==> src/rtl/udp_rx_slot_ctrl_pkg.sv <==
// Shared types for the UDP receive slot controller: write-FSM states and
// drop-cause codes kept alongside the drop pulse for debug visibility.
package udp_rx_slot_ctrl_pkg;

  typedef enum logic [1:0] {
    W_IDLE = 2'd0,
    W_FILL = 2'd1,
    W_DROP = 2'd2
  } wstate_e;

  typedef enum logic [2:0] {
    DC_NONE    = 3'd0,
    DC_TRUNC   = 3'd1,
    DC_BAD     = 3'd2,
    DC_FULL    = 3'd3,
    DC_RESTART = 3'd4
  } drop_cause_e;

endpackage

==> src/rtl/udp_rx_desc_ring.sv <==
// Descriptor ring: per-slot committed lengths, fill/read pointers and the
// occupied-slot counter. Release is ignored while nothing is committed.
module udp_rx_desc_ring #(
  parameter int unsigned LEN_W = 11,
  parameter int unsigned PTR_W = 2
) (
  input  logic             clk,
  input  logic             rst,
  input  logic             commit_i,
  input  logic [LEN_W-1:0] commit_len_i,
  input  logic             release_i,
  output logic [PTR_W-1:0] wr_ptr_o,
  output logic [PTR_W-1:0] rd_ptr_o,
  output logic [LEN_W-1:0] rd_len_o,
  output logic [PTR_W:0]   used_o,
  output logic             avail_o
);

  localparam int unsigned NSLOT = 1 << PTR_W;

  logic [LEN_W-1:0] len_q [NSLOT];
  logic [PTR_W-1:0] wr_ptr_q, rd_ptr_q;
  logic [PTR_W:0]   used_q, used_d;
  logic             rel;

  assign avail_o  = (used_q != '0);
  assign rel      = release_i && avail_o;
  assign wr_ptr_o = wr_ptr_q;
  assign rd_ptr_o = rd_ptr_q;
  assign rd_len_o = len_q[rd_ptr_q];
  assign used_o   = used_q;

  always_comb begin
    used_d = used_q;
    unique case ({commit_i, rel})
      2'b10:   used_d = used_q + (PTR_W+1)'(1);
      2'b01:   used_d = used_q - (PTR_W+1)'(1);
      default: used_d = used_q;
    endcase
  end

  always_ff @(posedge clk or posedge rst) begin
    if (rst) begin
      for (int unsigned i = 0; i < NSLOT; i++) len_q[i] <= '0;
      wr_ptr_q <= '0;
      rd_ptr_q <= '0;
      used_q   <= '0;
    end else begin
      if (commit_i) begin
        len_q[wr_ptr_q] <= commit_len_i;
        wr_ptr_q        <= wr_ptr_q + PTR_W'(1);
      end
      if (rel) rd_ptr_q <= rd_ptr_q + PTR_W'(1);
      used_q <= used_d;
    end
  end

endmodule

==> src/rtl/udp_rx_slot_ctrl.sv <==
// Receive-buffer slot controller: steers receiver bytes into the current ring
// slot, commits good frames as length descriptors and discards the rest.
module udp_rx_slot_ctrl
  import udp_rx_slot_ctrl_pkg::*;
#(
  parameter int unsigned SLOT_POW2  = 10,
  parameter int unsigned NSLOT_POW2 = 2
) (
  input  logic                             clk,
  input  logic                             rst,
  input  logic                             wr_start,
  input  logic                             wr_valid,
  input  logic [7:0]                       wr_data,
  input  logic                             wr_end,
  input  logic                             wr_ok,
  output logic                             mem_we,
  output logic [NSLOT_POW2+SLOT_POW2-1:0]  mem_waddr,
  output logic [7:0]                       mem_wdata,
  output logic [NSLOT_POW2+SLOT_POW2-1:0]  mem_raddr,
  input  logic [7:0]                       mem_rdata,
  output logic                             rd_avail,
  output logic [SLOT_POW2:0]               rd_len,
  input  logic [SLOT_POW2-1:0]             rd_offset,
  input  logic                             rd_req,
  output logic                             rd_dvalid,
  input  logic                             rd_release,
  output logic                             drop_pulse,
  output logic [15:0]                      drop_cnt,
  output logic [NSLOT_POW2:0]              used
);

  localparam int unsigned L  = SLOT_POW2;
  localparam int unsigned S  = NSLOT_POW2;
  localparam int unsigned AW = S + L;
  localparam logic [S:0] NSLOT      = {1'b1, {S{1'b0}}};
  localparam logic [L:0] SLOT_BYTES = {1'b1, {L{1'b0}}};

  wstate_e          state_q, state_d;
  drop_cause_e      cause_q, cause_d;
  logic [L:0]       off_q, off_d, off_v;
  logic             trunc_q, trunc_d, trunc_v;
  logic             we_q, we_d;
  logic [AW-1:0]    waddr_q, waddr_d;
  logic [7:0]       wdata_q;
  logic [15:0]      drop_cnt_q;
  logic             rd_dvalid_q;
  logic             ended;
  logic             commit;
  logic [L:0]       commit_len;
  logic [S-1:0]     wr_ptr, rd_ptr;
  logic [S:0]       used_w, used_eff;

  udp_rx_desc_ring #(
    .LEN_W (L + 1),
    .PTR_W (S)
  ) u_ring (
    .clk          (clk),
    .rst          (rst),
    .commit_i     (commit),
    .commit_len_i (commit_len),
    .release_i    (rd_release),
    .wr_ptr_o     (wr_ptr),
    .rd_ptr_o     (rd_ptr),
    .rd_len_o     (rd_len),
    .used_o       (used_w),
    .avail_o      (rd_avail)
  );

  // A commit in the same cycle counts against the full check for an immediate
  // restart; a same-cycle release does not free room.
  assign used_eff = used_w + (S+1)'(commit);

  always_comb begin
    state_d    = state_q;
    cause_d    = DC_NONE;
    off_v      = off_q;
    trunc_v    = trunc_q;
    we_d       = 1'b0;
    waddr_d    = waddr_q;
    commit     = 1'b0;
    commit_len = off_q;
    ended      = 1'b0;

    unique case (state_q)
      W_FILL: begin
        if (wr_valid) begin
          if (off_q == SLOT_BYTES) begin
            trunc_v = 1'b1;
          end else begin
            we_d    = 1'b1;
            waddr_d = {wr_ptr, off_q[L-1:0]};
            off_v   = off_q + (L+1)'(1);
          end
        end
        if (wr_end) begin
          ended   = 1'b1;
          state_d = W_IDLE;
          if (wr_ok && !trunc_v) begin
            commit     = 1'b1;
            commit_len = off_v;
          end else begin
            cause_d = trunc_v ? DC_TRUNC : DC_BAD;
          end
        end else if (wr_start) begin
          cause_d = DC_RESTART;
        end
      end
      W_DROP: begin
        if (wr_end) begin
          ended   = 1'b1;
          state_d = W_IDLE;
          cause_d = DC_FULL;
        end
      end
      default: ;
    endcase

    off_d   = off_v;
    trunc_d = trunc_v;
    if (wr_start && (state_q != W_DROP || ended)) begin
      if (used_eff == NSLOT) begin
        state_d = W_DROP;
      end else begin
        state_d = W_FILL;
        off_d   = '0;
        trunc_d = 1'b0;
      end
    end
  end

  always_ff @(posedge clk or posedge rst) begin
    if (rst) begin
      state_q     <= W_IDLE;
      cause_q     <= DC_NONE;
      off_q       <= '0;
      trunc_q     <= 1'b0;
      we_q        <= 1'b0;
      waddr_q     <= '0;
      wdata_q     <= '0;
      drop_cnt_q  <= '0;
      rd_dvalid_q <= 1'b0;
    end else begin
      state_q     <= state_d;
      cause_q     <= cause_d;
      off_q       <= off_d;
      trunc_q     <= trunc_d;
      we_q        <= we_d;
      waddr_q     <= waddr_d;
      if (we_d) wdata_q <= wr_data;
      if (cause_d != DC_NONE && drop_cnt_q != '1) drop_cnt_q <= drop_cnt_q + 16'd1;
      rd_dvalid_q <= rd_req;
    end
  end

  assign mem_we     = we_q;
  assign mem_waddr  = waddr_q;
  assign mem_wdata  = wdata_q;
  assign mem_raddr  = {rd_ptr, rd_offset};
  assign rd_dvalid  = rd_dvalid_q;
  assign drop_pulse = (cause_q != DC_NONE);
  assign drop_cnt   = drop_cnt_q;
  assign used       = used_w;

  // Read data passes straight through from the external memory.
  logic unused_rdata;
  assign unused_rdata = ^mem_rdata;

endmodule
==> config.mk <==
export PLATFORM = sky130hd
export DESIGN_NAME = udp_rx_slot_ctrl
export DESIGN_NICKNAME = d
export VERILOG_FILES = /design/src/rtl/udp_rx_slot_ctrl_pkg.sv /design/src/rtl/udp_rx_desc_ring.sv /design/src/rtl/udp_rx_slot_ctrl.sv
export SDC_FILE = /design/constraint.sdc
export NUM_CORES = 1
export LEC_CHECK = 0
export CAP_MARGIN = 20
export CORE_MARGIN = 10
export CORE_UTILIZATION = 40
export CTS_BUF_LIST = sky130_fd_sc_hd__clkbuf_8
export DETAILED_ROUTE_END_ITERATION = 16
export GPL_ROUTABILITY_DRIVEN = 0
export GPL_TIMING_DRIVEN = 0
export PLACE_DENSITY = 0.69
export RECOVER_POWER = 100
export SLEW_MARGIN = 20
export SYNTH_ARGS = -nofsm -noshare
export SYNTH_HDL_FRONTEND = slang
export SYNTH_SLANG_ARGS = --single-unit
==> constraint.sdc <==
create_clock -name clk -period 4.97 [get_ports clk]
set_clock_uncertainty 0.05 [all_clocks]
set_input_delay 0.994 -clock clk [delete_from_list [all_inputs] [get_ports clk]]
set_output_delay 0.994 -clock clk [all_outputs]
set_load 0.01 [all_outputs]
==> flow_metrics.env <==
export IMPL_status="finished, violations left"
export IMPL_violations="capacitance limit, slew limit"
export IMPL_vias_per_cell=5.01
export IMPL_dp_hpwl_um=8500
export IMPL_cts_buffers=9
export IMPL_start_util=0.411
export IMPL_netlist_area_um2=4980
export IMPL_grt_total_usage=0.134
export IMPL_worstPathRequired_ps=5220
export IMPL_hold_viol_final=0
export IMPL_grt_util_met2=0.214
export IMPL_die_area_um2=17300
export IMPL_hold_buffers=0
export IMPL_hp_start="u_ring.len_q[0]"
export IMPL_ys_async_sr_fraction=1.00
export IMPL_final_max_slew_viol_count=75
export IMPL_synth_warnings=0
export IMPL_drive_above_1_share=0.125
export IMPL_power_density_nw_per_um2=444
export IMPL_syn_avg_cell_area_um2=11.0
export IMPL_die_h_um=132
export IMPL_n_fill_cell=1126
export IMPL_synth_fp_nets=500
export IMPL_tightest_slew_ps=1780
export IMPL_routed_wl_um=11400
export IMPL_ctsRootBufferMaster="clkbuf_8"
export IMPL_antenna_found_initial=0
export IMPL_grt_start_max_net_pins=75
export IMPL_r2r_end="off_q[3]"
export IMPL_path_cells="dlygate4sd3_1 -> inv_1 -> or4_1 -> and2_0 -> clkbuf_1 -> ha_1 -> ha_1 -> xnor2_1 -> nor3_1 -> inv_1 -> and3_1 -> clkbuf_1 -> nor2_1"
export IMPL_insertion_delay_ps=380
export IMPL_critPathMaxFanout=10
export IMPL_rsz0062_at_grt="false"
export IMPL_die_w_um=132
export IMPL_grt_overflow=0
export IMPL_endpoint_kind="flop"
export IMPL_rrSetupSlack_ps=1020
export IMPL_path_class="primary input to flop"
export IMPL_use_met3=0.0351
export IMPL_rows=40
export IMPL_htree_levels=3
export IMPL_num_vias=3602
export IMPL_min_path_cells=2
export IMPL_cpPeakStageDelay_ps=590
export IMPL_wire_per_inst_um=15.9
export IMPL_syn_inst=453
export IMPL_fmax_ghz=0.243
export IMPL_r2r_start="off_q[8]"
export IMPL_path_clk_slew_ps=100
export IMPL_grt_busiest_layer="met2"
export IMPL_final_setup_viol_count=0
export IMPL_portBuffers=81
export IMPL_place_area_um2=6040
export IMPL_startpoint_type="primary input"
export IMPL_drtIter0Drc=213
export IMPL_stdcell_area_um2=6160
export IMPL_clock_path_buffers=2
export IMPL_synth_ff_type="dfrtp_1"
export IMPL_min_period_ps=4120
export IMPL_drv_cap=1
export IMPL_num_io_pins=100
export IMPL_period_share=0.830
export IMPL_area_delta_synth_final_pct=23.6
export IMPL_fin_setup_tns_ps=0
export IMPL_synth_distinct_cells=41
export IMPL_max_slew_margin=-0.186
export IMPL_hold_path_endpoint="u_ring.len_q[0]"
export IMPL_grt_pass1_vias=3852
export IMPL_postRouteAntennaNets=0
export IMPL_diodes=0
export IMPL_cts_resized=0
export IMPL_dr_pass1_iters=4
export IMPL_worstPathArrival_ps=4370
export IMPL_cpMaxStageDelayCell="or4_1"
export IMPL_reg2reg_depth=13
export IMPL_min_path_type="flop to flop"
export IMPL_seq_area_frac_synth=0.532
export IMPL_grt_pass1_wl_um=19500
export IMPL_ff_latch_area_um2=2650
export IMPL_clkSinkCount=106
export IMPL_mostFrequentLayoutCells="dfrtp_1 (106), dlygate4sd3_1 (69), nand2_1 (68), o21ai_0 (45), nor2_1 (28)"
export IMPL_cts_tree="yes"
export IMPL_drcViolationCount=0
export IMPL_path_delay_family="simple AND/OR/NAND/NOR gates"
export IMPL_leakage_nw=2.72
export IMPL_num_nets_final=593
export IMPL_synth_seq_cells=106
export IMPL_final_common_cell="dfrtp_1"
export IMPL_crit_buf_inv=5
export IMPL_post_cts_setup_buffers=0
export IMPL_grt_use_met1=0.173
export IMPL_synth_edf_count=0
export IMPL_core_um2=12100
export IMPL_ir_worst_vdd_mv=0.207
export IMPL_multi_input_area_um2=2050
area by class of cell:
type,instances,area share
inverter,16,0.00996
clock buffer,9,0.0201
multi-input combinational,299,0.332
tap,168,0.0341
timing repair buffer,82,0.132
buffer,32,0.0274
sequential,106,0.431
clock inverter,7,0.0128
metrics by stage:
| step | hold WS [ps] | util | power, mW | instances | setup slack, ps |
|---|---|---|---|---|---|
| 2_1_floorplan | 395 | - | 1.82 | 453 | 1140 |
| 3_3_place_gp | 406 | 0.496 | 2.25 | 702 | -351 |
| 3_5_place_dp | 417 | 0.498 | 2.30 | 703 | 585 |
| 4_1_cts | 440 | 0.515 | 2.85 | 719 | 982 |
| 5_1_grt | 458 | 0.508 | 2.93 | 719 | 620 |
| 6_report | 439 | 0.508 | 2.74 | 719 | 847 |
state kept, by name, indices dropped and copies added (netlist names), 3 cells and up:
register and flops:
mem_wdata 8, mem_waddr 12, drop_cnt 16, u_ring.len_q 44, cause_q 3, u_ring.used_o 3, off_q 11
where the power goes:
part           internal [mW]  total [mW]  switching (mW)
clock network          0.238       0.547           0.309
logic                  0.489       0.994           0.506
registers               1.05        1.20           0.149
metal layers:
layer	vias up	wire, µm
li1	1721	-
met1	1781	5170
met2	84	5480
met3	16	583
met4	0	193
met5	-	0
worst min-delay path, cell delays in order, from the launching register on:
cell	delay (ps)
dfrtp_1	350
nand2_1	50
o21ai_0	60
worst max path at each step:
stage / end / slack (ps) / depth (start not counted) / startpoint
floorplan: cause_q[0] / 1140 / 1 / rst
global placement: mem_wdata[5] / -350 / 2 / rst
detailed placement: off_q[3] / 590 / 13 / wr_valid
CTS: off_q[3] / 980 / 13 / wr_valid
global route: mem_waddr[10] / 620 / 3 / rst
finish: off_q[3] / 850 / 13 / wr_valid
synthesized netlist by cell type, types with 11 or more instances:
| cell | count | area (µm²) |
|---|---|---|
| nand2_1 | 68 | 255 |
| inv_1 | 16 | 60.1 |
| ha_1 | 12 | 150 |
| o21ai_0 | 45 | 225 |
| mux2_2 | 20 | 225 |
| dfrtp_1 | 106 | 2650 |
| nor3_1 | 12 | 60.1 |
| xor2_1 | 20 | 175 |
| xnor2_1 | 18 | 158 |
| nor2_1 | 28 | 105 |
| mux4_2 | 11 | 248 |
cells by family after synthesis:
group	after synthesis	synth area share
mux	34	0.102
flops	106	0.532
simple gates	152	0.146
fa+ha+maj	13	0.0341
xor+xnor	38	0.0668
buf+inv	48	0.0475
compound gates	62	0.0718
Power figures use the tool's default switching activity.
